$ cat config.mk
export PLATFORM = sky130hd
export DESIGN_NAME = trap_peak_ctrl
export DESIGN_NICKNAME = d
export VERILOG_FILES = /design/src/rtl/trap_peak_ctrl.sv
export SDC_FILE = /design/constraint.sdc
export NUM_CORES = 1
export LEC_CHECK = 0
export CAP_MARGIN = 10
export CORE_AREA = 2 2 129 131
export CTS_CLUSTER_SIZE = 8
export DETAILED_ROUTE_END_ITERATION = 6
export DIE_AREA = 0 0 131 133
export HOLD_SLACK_MARGIN = 0.02
export PLACE_DENSITY = 0.62
export SYNTH_ARGS = -nofsm -noshare
export SYNTH_HDL_FRONTEND = slang
export SYNTH_SLANG_ARGS = --single-unit
$ cat constraint.sdc
create_clock -name clk -period 3.25 [get_ports clk]
set_input_delay 0.4875 -clock clk [delete_from_list [all_inputs] [get_ports clk]]
set_output_delay 0.4875 -clock clk [all_outputs]
set_load 0.05 [all_outputs]
$ cat src/rtl/trap_peak_ctrl.sv
// ============================================================================
// Module      : trap_peak_ctrl
// Description : Trapezoid-filter peak capture. The block triggers on a threshold
//               crossing and qualifies the rise. It records the flat-top maximum
//               and hands off the event record, then enforces a pile-up aware
//               holdoff.
// Revision    : 1.0 - initial release
// ============================================================================
`default_nettype none

module trap_peak_ctrl #(
   parameter int SIZE_OUT_DATA = 16,
   parameter int K             = 4,
   parameter int L             = 8,
   parameter int TS_W          = 32
) (
   input  logic                     clk,
   input  logic                     reset,
   input  logic                     enable,
   input  logic                     sample_valid,
   input  logic [SIZE_OUT_DATA-1:0] filt_data,
   input  logic [SIZE_OUT_DATA-1:0] threshold,
   output logic                     evt_valid,
   input  logic                     evt_ready,
   output logic [SIZE_OUT_DATA-1:0] evt_amp,
   output logic [TS_W-1:0]          evt_ts,
   output logic                     busy,
   output logic [7:0]               reject_cnt,
   output logic [7:0]               pileup_cnt
);

   localparam int HOLD_LEN = K + L;
   // One spare count of headroom so the increment never wraps back to zero.
   localparam int CNT_W    = $clog2(HOLD_LEN + 2);
   localparam logic [CNT_W-1:0] C_ONE  = CNT_W'(1);
   localparam logic [CNT_W-1:0] C_K    = CNT_W'(K);
   localparam logic [CNT_W-1:0] C_L    = CNT_W'(L);
   localparam logic [CNT_W-1:0] C_HOLD = CNT_W'(HOLD_LEN);
   localparam logic [TS_W-1:0]  C_TS_ONE = TS_W'(1);

   typedef enum logic [2:0] {
      S_IDLE    = 3'd0,
      S_ARMED   = 3'd1,
      S_RISE    = 3'd2,
      S_FLAT    = 3'd3,
      S_REPORT  = 3'd4,
      S_HOLDOFF = 3'd5
   } state_t;

   state_t                   state_q, state_d;
   logic [TS_W-1:0]          ts_q, ts_d;
   logic [TS_W-1:0]          evt_ts_q, evt_ts_d;
   logic [SIZE_OUT_DATA-1:0] max_q, max_d;
   logic [CNT_W-1:0]         idx_q, idx_d;
   logic                     below_q, below_d;
   logic [7:0]               rej_q, rej_d;
   logic [7:0]               pile_q, pile_d;

   logic                     above;
   logic [CNT_W-1:0]         idx_inc;

   assign above   = filt_data > threshold;
   assign idx_inc = idx_q + C_ONE;

   always_ff @(posedge clk or negedge reset) begin
      if (!reset) begin
         state_q  <= S_IDLE;
         ts_q     <= '0;
         evt_ts_q <= '0;
         max_q    <= '0;
         idx_q    <= '0;
         below_q  <= 1'b0;
         rej_q    <= '0;
         pile_q   <= '0;
      end else begin
         state_q  <= state_d;
         ts_q     <= ts_d;
         evt_ts_q <= evt_ts_d;
         max_q    <= max_d;
         idx_q    <= idx_d;
         below_q  <= below_d;
         rej_q    <= rej_d;
         pile_q   <= pile_d;
      end
   end

   always_comb begin
      state_d  = state_q;
      ts_d     = sample_valid ? (ts_q + C_TS_ONE) : ts_q;
      evt_ts_d = evt_ts_q;
      max_d    = max_q;
      idx_d    = idx_q;
      below_d  = below_q;
      rej_d    = rej_q;
      pile_d   = pile_q;

      if (!enable) begin
         state_d = S_IDLE;
      end else begin
         case (state_q)
            S_IDLE: state_d = S_ARMED;
            S_ARMED: begin
               if (sample_valid && above) begin
                  evt_ts_d = ts_q;
                  idx_d    = '0;
                  state_d  = S_RISE;
               end
            end
            S_RISE: begin
               if (sample_valid) begin
                  if (!above) begin
                     rej_d   = (rej_q != 8'hFF) ? (rej_q + 8'd1) : rej_q;
                     state_d = S_ARMED;
                  end else begin
                     idx_d = idx_inc;
                     if (idx_inc == C_K) state_d = S_FLAT;
                  end
               end
            end
            S_FLAT: begin
               if (sample_valid) begin
                  idx_d = idx_inc;
                  // The first flat-top sample seeds the maximum.
                  if ((idx_q == C_K) || (filt_data > max_q)) max_d = filt_data;
                  if (idx_inc == C_L) state_d = S_REPORT;
               end
            end
            S_REPORT: begin
               if (evt_ready) begin
                  idx_d   = '0;
                  below_d = 1'b0;
                  state_d = S_HOLDOFF;
               end
            end
            S_HOLDOFF: begin
               if (sample_valid) begin
                  // A crossing needs a sub-threshold sample seen inside this holdoff.
                  if (above && below_q)
                     pile_d = (pile_q != 8'hFF) ? (pile_q + 8'd1) : pile_q;
                  below_d = !above;
                  if (idx_q != C_HOLD) idx_d = idx_inc;
                  if ((idx_inc >= C_HOLD) && !above) state_d = S_ARMED;
               end
            end
            default: state_d = S_IDLE;
         endcase
      end
   end

   assign evt_valid  = (state_q == S_REPORT);
   assign busy       = (state_q == S_RISE) || (state_q == S_FLAT) ||
                       (state_q == S_REPORT) || (state_q == S_HOLDOFF);
   assign evt_amp    = max_q;
   assign evt_ts     = evt_ts_q;
   assign reject_cnt = rej_q;
   assign pileup_cnt = pile_q;

endmodule

`default_nettype wire

==> impl_results.md, run 1 <==
* First-pass GRT wire length at a little under 20000 um
* Post-CTS resize count at 0
* Initial antenna violation count at 0
* Final Skew at 0.00627 ns
* Crit path from: threshold[13]
* DRC viols at 0
* Vias in the first global route at 4070
* Fin cells at 829
* Synth top area share at 46.9%
* Starting Density at 34.3%
* Die area at 17400 um^2
* CTS Hold Bufs at 0
* Synth Area in XOR/XNOR at about 7.3%
* Worst slew pin tran at 0.656 ns
* Largest family of logic cells by synthesized area: simple AND/OR/NAND/NOR gates
* Clock network power share at 28.0%
* Clock Tree Buf Depth at 2
* Nets at 680
* Largest cells by area after synthesis: dfrtp_1 (47%), ha_1 (8.8%), mux2_4 (8.1%)
* Mux cell area share after synthesis at 13.4%
* Register share of total power at 42.2%
* Slew headroom at between 50 and 60%
* Min Tclk post-route at 3.04 ns
* Routed Wire Length at 11800 um
* Syn Std Cell Area at 5550 um^2
* Yosys top cell by area: dfrtp_1
* Final Cycle Share at 93.6%
* Max IR drop VDD at 0.328 mV
* Switching Share at 34.8%
* Status: finished clean
* Synth Area in Simple Gates at a little over an eighth
* Worst Setup EP: evt_ts[16]
* PwrDens at ~520 nW/um^2
* Top FF cell, synth: dfrtp_1
* Arrival @ worst endpoint at between 3 and 4 ns
* Placed Instances at 813
* Post-DR wirelength/cell at approximately 14 um
* Crit path max fanout at 32
* Psw at around 1.3 mW
* Vias at 3969
* Worst path slowest cell: or4_4
* Grt total ovfl at 0
* H-tree levels at 3
* Clock-pin transition on the worst setup and hold timing paths at ~0.07 ns
* Final instance area at approximately 7200 um^2
* Clock Tree Root: clkbuf_16
* Post-synth cell types at 50
* FF-to-FF setup slack at roughly 0.89 ns
* Initial DRC count at 133
* Row count at 47
* Max Fclk at 329 MHz
* Final setup violation count at 0
* Final hold violation count at 0
* Via density at 4.79
* Async set-reset flop share out of synthesis at 100%
* Worst EP required at 3.49 ns
* Setup WS post-layout at 0.207 ns
* Max Cap Viol at 0
* Critical Path, Cell by Cell: clkdlybuf4s50_1 -> inv_1 -> ha_1 -> nand4_2 -> nor3_1 -> a2111o_1 -> a211oi_1 -> or2_1 -> or4_4 -> buf_12 -> mux2_4
* DP Wirelength at 8850 um
* Setup Buffers After CTS at 0
* All-Layer GR Usage at between 10% and 20%
* Filler cells at ~1500
* Reg2reg end: state_q[0]
* Syn Inst Count at between 400 and 500
* CP Class: in -> reg
* Slowest stage delay, CP at 0.53 ns
* Routed Antenna Nets at 0
* # port buffers at 102
* Count leader, synth: dfrtp_1
* Sequential element share of the synthesized area at 46.9%
* Die extent in y at about 130 um
* Post-synth top cells: dfrtp_1 (104), inv_1 (41), ha_1 (39)
* Comb power frac at 29.8%
* Setup crit end kind: flip-flop
* Cells on worst reg2reg path at 8
* Clock sink total at ~100
* Critical path startpoint category: input pin
* Ports at 103
* Number of flops mapped to enable cells by yosys at 0
* Hold WC Path Type: in -> async
* Later-pin clock latency in the skew report at 0.35 ns
* Core ar. at 16200 um^2
* Syn. warnings at 0
* Util after Layout at about 45%
* Drt pass-1 iters at 6
* Static leakage at about 3.4 nW
* Post-Syn Nets at 560
* Final Max Slew Viols at 0
* Worst path depth at 11
* Synth Area in Compound Gates at ~5.7%
* N_diodes at 0
* CTS Buf Count at 9
* R2r startpoint: idx_q[0]
* Syn avg cell area at 11.5 um^2
* Placed inst area at a little under 7000 um^2
* Unrepaired setup endpoints after global routing: false
* Cell family with most CP delay: simple AND/OR/NAND/NOR gates
* Largest net degree at the start of global routing at 56
* Area delta synth->final at 30.4%
* DIE WIDTH at 131 um
* Yosys reg bits at between 100 and 150
* Routability cong. at between 0.8 and 0.9
* Layout cells sized above 1 at 15.9%
* Internal at 2.47 mW
* Placement Setup Slack at -0.165 ns
* CTS tree: done
* Synth Area in Adders at 8.80%
* Buf/Inv on CP at 3
-- routing by layer --
metal  vias to the layer above  global-route usage, %  routed length, um
li1                       1943                      -                  -
met1                      1937                   18.9               5370
met2                        79                   23.3               5750
met3                        10                   3.68                498
met4                         0                   4.20                150
met5                         -                      0                  0
-- state kept, by name, summed over array words and instances, names as in the netlist --
signal and cells:
below_q 1, evt_amp 16, evt_ts 32, idx_q 4
pileup_cnt 8, reject_cnt 8, state_q 3, ts_q 32
-- cells in the final DEF (no fill, tap or decap), types with 6 or more instances in the layout --
cell,synthesis,routed
nand2_1,28,28
dfrtp_1,104,104
clkbuf_16,0,9
mux2_2,24,24
and3_1,11,11
ha_1,39,39
a21oi_1,13,13
buf_4,0,21
o21ai_0,9,9
nand4_1,16,16
clkdlybuf4s50_1,0,101
nand2b_1,6,6
nand3_1,22,22
mux2_4,30,30
nor2b_1,6,6
nor2_1,14,14
xnor2_1,38,38
inv_1,41,41
xor2_1,8,8
-- cells by family (layout without fill, tap and decap cells) --
group	after synthesis	count (layout)
xor gates and xnor gates	46	46
adders and majority gates	39	39
AOI/OAI and AO/OA	47	47
buffers and inverters	56	181
muxes	56	56
DFF	104	104
and+or+nand+nor	136	136
-- final cells by class --
| class | instances | area, um^2 | area share, % |
|---|---|---|---|
| multi-input combinational | 324 | 2700 | 37.4 |
| sequential | 104 | 2600 | 36.0 |
| timing repair buffer | 124 | 1210 | 16.7 |
| tap | 220 | 275 | 3.81 |
| clock buffer | 10 | 239 | 3.31 |
| inverter | 41 | 154 | 2.13 |
| clock inverter | 6 | 50.0 | 0.692 |
-- through the flow --
stage / hold WS [ns] / total power [mW] / setup TNS (ns)
6_report: 0.172 / 3.78 / 0
3_5_place_dp: 0.469 / 2.76 / -5.79
4_1_cts: 0.183 / 3.84 / 0
5_1_grt: 0.210 / 3.99 / 0
3_3_place_gp: 0.469 / 2.72 / -3.92
2_1_floorplan: 0.192 / 2.34 / 0
-- worst min path at each step --
stage                 endpoint  slack, ns  cells past startpoint
finish              evt_amp[3]       0.17                      1
global route          ts_q[31]       0.21                      1
CTS                 evt_amp[3]       0.18                      1
detailed placement    ts_q[31]       0.47                      1
global placement      ts_q[31]       0.47                      1
floorplan              below_q       0.19                      0
-- power groups by stage --
| stage | sequential, mW | clock, mW | combinational, mW |
|---|---|---|---|
| CTS | 1.60 | 1.10 | 1.14 |
| finish | 1.60 | 1.06 | 1.13 |
| global route | 1.62 | 1.14 | 1.23 |
| floorplan | 1.86 | 0 | 0.474 |
| global placement | 1.61 | 0 | 1.11 |
| detailed placement | 1.62 | 0 | 1.13 |
-- worst register-to-register path, stage by stage, from the launching register on --
cell and delay, ns:
dfrtp_1 0.44, ha_1 0.29, nand2b_1 0.16, o21ai_0 0.15
a21oi_1 0.09, or4_1 0.55, nand3b_1 0.20, mux2_2 0.27
a21boi_0 0.15
Note: power is estimated with default switching activity, not from simulation.
==> run 2: changes to the inputs <==
CTS_CLUSTER_SIZE = 40   (was 8)
==> results of run 2 <==
The final DEF is identical to that of run 1; final timing and power are the same.
==> run 3: changes to the inputs <==
ABC_AREA = 1   (was not set)
CORE_AREA = 2 2 131 133   (was 2 2 129 131)
DIE_AREA = 0 0 133 135   (was 0 0 131 133)
GPL_TIMING_DRIVEN = 0   (was not set)
PLACE_DENSITY = 0.61   (was 0.62)
==> impl_results.md, run 3 <==
* Core ar. at approximately 16000 um^2
* Clock network power share at a little over a fifth
* Drt pass-1 iters at 4
* Largest net degree at the start of global routing at 64
* CTS tree: done
* Worst slew pin tran at between 0.5 and 0.6 ns
* H-tree levels at 3
* Largest cells by area after synthesis: dfrtp_1 (46%), nand2_1 (10%), ha_1 (8.6%)
* Post-CTS resize count at 0
* Area delta synth->final at 28.9%
* Final Max Slew Viols at 0
* Total power at 5.43 mW
* Number of flops mapped to enable cells by yosys at 0
* CP Class: reg -> out
* Row count at 47
* Die extent in y at 135 um
* Ports at 103
* Die area at 18000 um^2
* Clock-pin transition on the worst setup and hold timing paths at 0.08 ns
* First-pass GRT wire length at 21800 um
* CTS Hold Bufs at 0
* Synth top area share at a little under half
* Clock Tree Root: clkbuf_16
* Post-DR wirelength/cell at 12.8 um
* Setup crit end kind: primary output
* Most common cell after layout, fill and taps aside: nand2_1
* All-Layer GR Usage at 15.2%
* Routability cong. at ~0.8
* Max IR drop VDD at 0.444 mV
* Status: finished clean
* Async set-reset flop share out of synthesis at 100%
* Util after Layout at between 40% and 50%
* Routed Antenna Nets at 0
* Final Skew at 0.0144 ns
* DRC viols at 0
* Arrival @ worst endpoint at 2.09 ns
* Syn Std Cell Area at 5660 um^2
* DP Wirelength at a little under 10000 um
* Later-pin clock latency in the skew report at 0.36 ns
* Fin cells at about 1000
* Internal at around 3 mW
* Static leakage at 3.61 nW
* Initial DRC count at 241
* Slew headroom at 60.1%
* Vias in the first global route at 4329
* # port buffers at a little over 100
* Post-synth top cells: nand2_1 (151), dfrtp_1 (104), inv_1 (104)
* Final Cycle Share at 79.2%
* Initial antenna violation count at 1
* Syn avg cell area at 8.55 um^2
* Vias at between 4000 and 5000
* Final hold slack at roughly 0.14 ns
* Setup Buffers After CTS at 0
* Worst EP required at 2.76 ns
* DIE WIDTH at 133 um
* Max Cap Viol at 0
* CTS Buf Count at 9
* Starting Density at 34.5%
* Min Tclk post-route at 2.57 ns
* Layout cells sized above 1 at under 10%
* Syn. warnings at 0
* Hold WC Path Type: in -> async
* Grt total ovfl at 0
* Routed Wire Length at roughly 13000 um
* PwrDens at 744 nW/um^2
* Yosys reg bits at 104
* Sequential element share of the synthesized area at 46.0%
* Yosys top cell by area: dfrtp_1
* Post-synth cell types at 33
* Crit path max fanout at 5
* Comb power frac at 44.7%
* Syn Inst Count at 662
* Count leader, synth: nand2_1
* Switching Share at 44.0%
* Psw at 2.39 mW
* Most frequent cells in the layout: nand2_1 (151), inv_1 (104), dfrtp_1 (104)
* Clock sink total at between 100 and 150
* Final setup violation count at 0
* Top FF cell, synth: dfrtp_1
* Clock Tree Buf Depth at 2
* Nets at about 850
* Final hold violation count at 0
* Max Fclk at roughly 390 MHz
* Via density at 4.53
* Register share of total power at 33.8%
* Placed Instances at 984
* Critical path startpoint category: flip-flop
* Unrepaired setup endpoints after global routing: false
* Post-Syn Nets at 738
==> run 3: changes by cell type after synthesis, sizes merged, moves of 29 or more <==
cell / delta
inv: +65
mux2: -53
nand2: +131
nor2: +33
o21ai: +34
xnor2: -32
xor2: +29
==> run 3: cell families after synthesis <==
group | count (synthesis) | synth area share [%]
buf+inv | 118 | 8.09
flops | 104 | 46.0
simple gates | 291 | 24.3
compound gates | 66 | 6.10
mux | 1 | 0.265
fa+ha+maj | 39 | 8.62
xor+xnor | 43 | 6.66
==> run 3: critical path, cell delays in order, from the launching register on <==
cell and delay (ns):
dfrtp_1 0.42, inv_1 0.15, ha_1 0.25, inv_1 0.09, clkdlybuf4s50_1 0.83
==> run 3: cell type report <==
cell class	instances	area, um^2
antenna	1	2.50
buffer	11	55.1
clock buffer	10	239
clock inverter	6	81.3
fill	1623	9110
inverter	107	403
multi-input combinational	440	2600
sequential	104	2600
tap	220	275
timing repair buffer	102	1040
==> run 3: metrics by stage <==
stage / setup TNS (ns) / worst slack [ns] / instance area (um^2)
3_3_place_gp: -262.35 / -2.53 / 6940
2_1_floorplan: 0 / 1.11 / 5660
3_5_place_dp: 0 / 0.379 / 6970
5_1_grt: 0 / 0.500 / 7290
4_1_cts: 0 / 0.661 / 7290
6_report: 0 / 0.676 / 7290
==> run 3: path summary, 6_finish.rpt <==
check                                 from             to  slack, ns  depth (start not counted)
max in group asynchronous            reset     state_q[2]       2.39                          2
min in group clk                  ts_q[30]       ts_q[30]       0.47                          1
worst max register to register  evt_amp[9]    evt_amp[11]       1.15                         14
worst max-delay path            state_q[2]           busy       0.68                          4
worst min register to register    ts_q[30]       ts_q[30]       0.47                          1
worst min-delay path                 reset  pileup_cnt[2]       0.14                          1
==> run 3: layer usage <==
metal  up-vias  GRT usage (%)  share of wire, %
li1       2343              -                 -
met5         -              0                 0
met3        11           3.53               4.3
met2        86           22.8                43
met1      2094           21.8                51
met4         0           4.42               1.2
==> run 3: power by group through the flow <==
| stage | Clock [mW] | Sequential, mW | Combinational [mW] |
|---|---|---|---|
| detailed placement | 0 | 1.86 | 2.44 |
| global placement | 0 | 1.86 | 2.42 |
| floorplan | 0 | 2.66 | 0.807 |
| finish | 1.16 | 1.84 | 2.43 |
| CTS | 1.21 | 1.84 | 2.45 |
| global route | 1.26 | 1.89 | 2.65 |
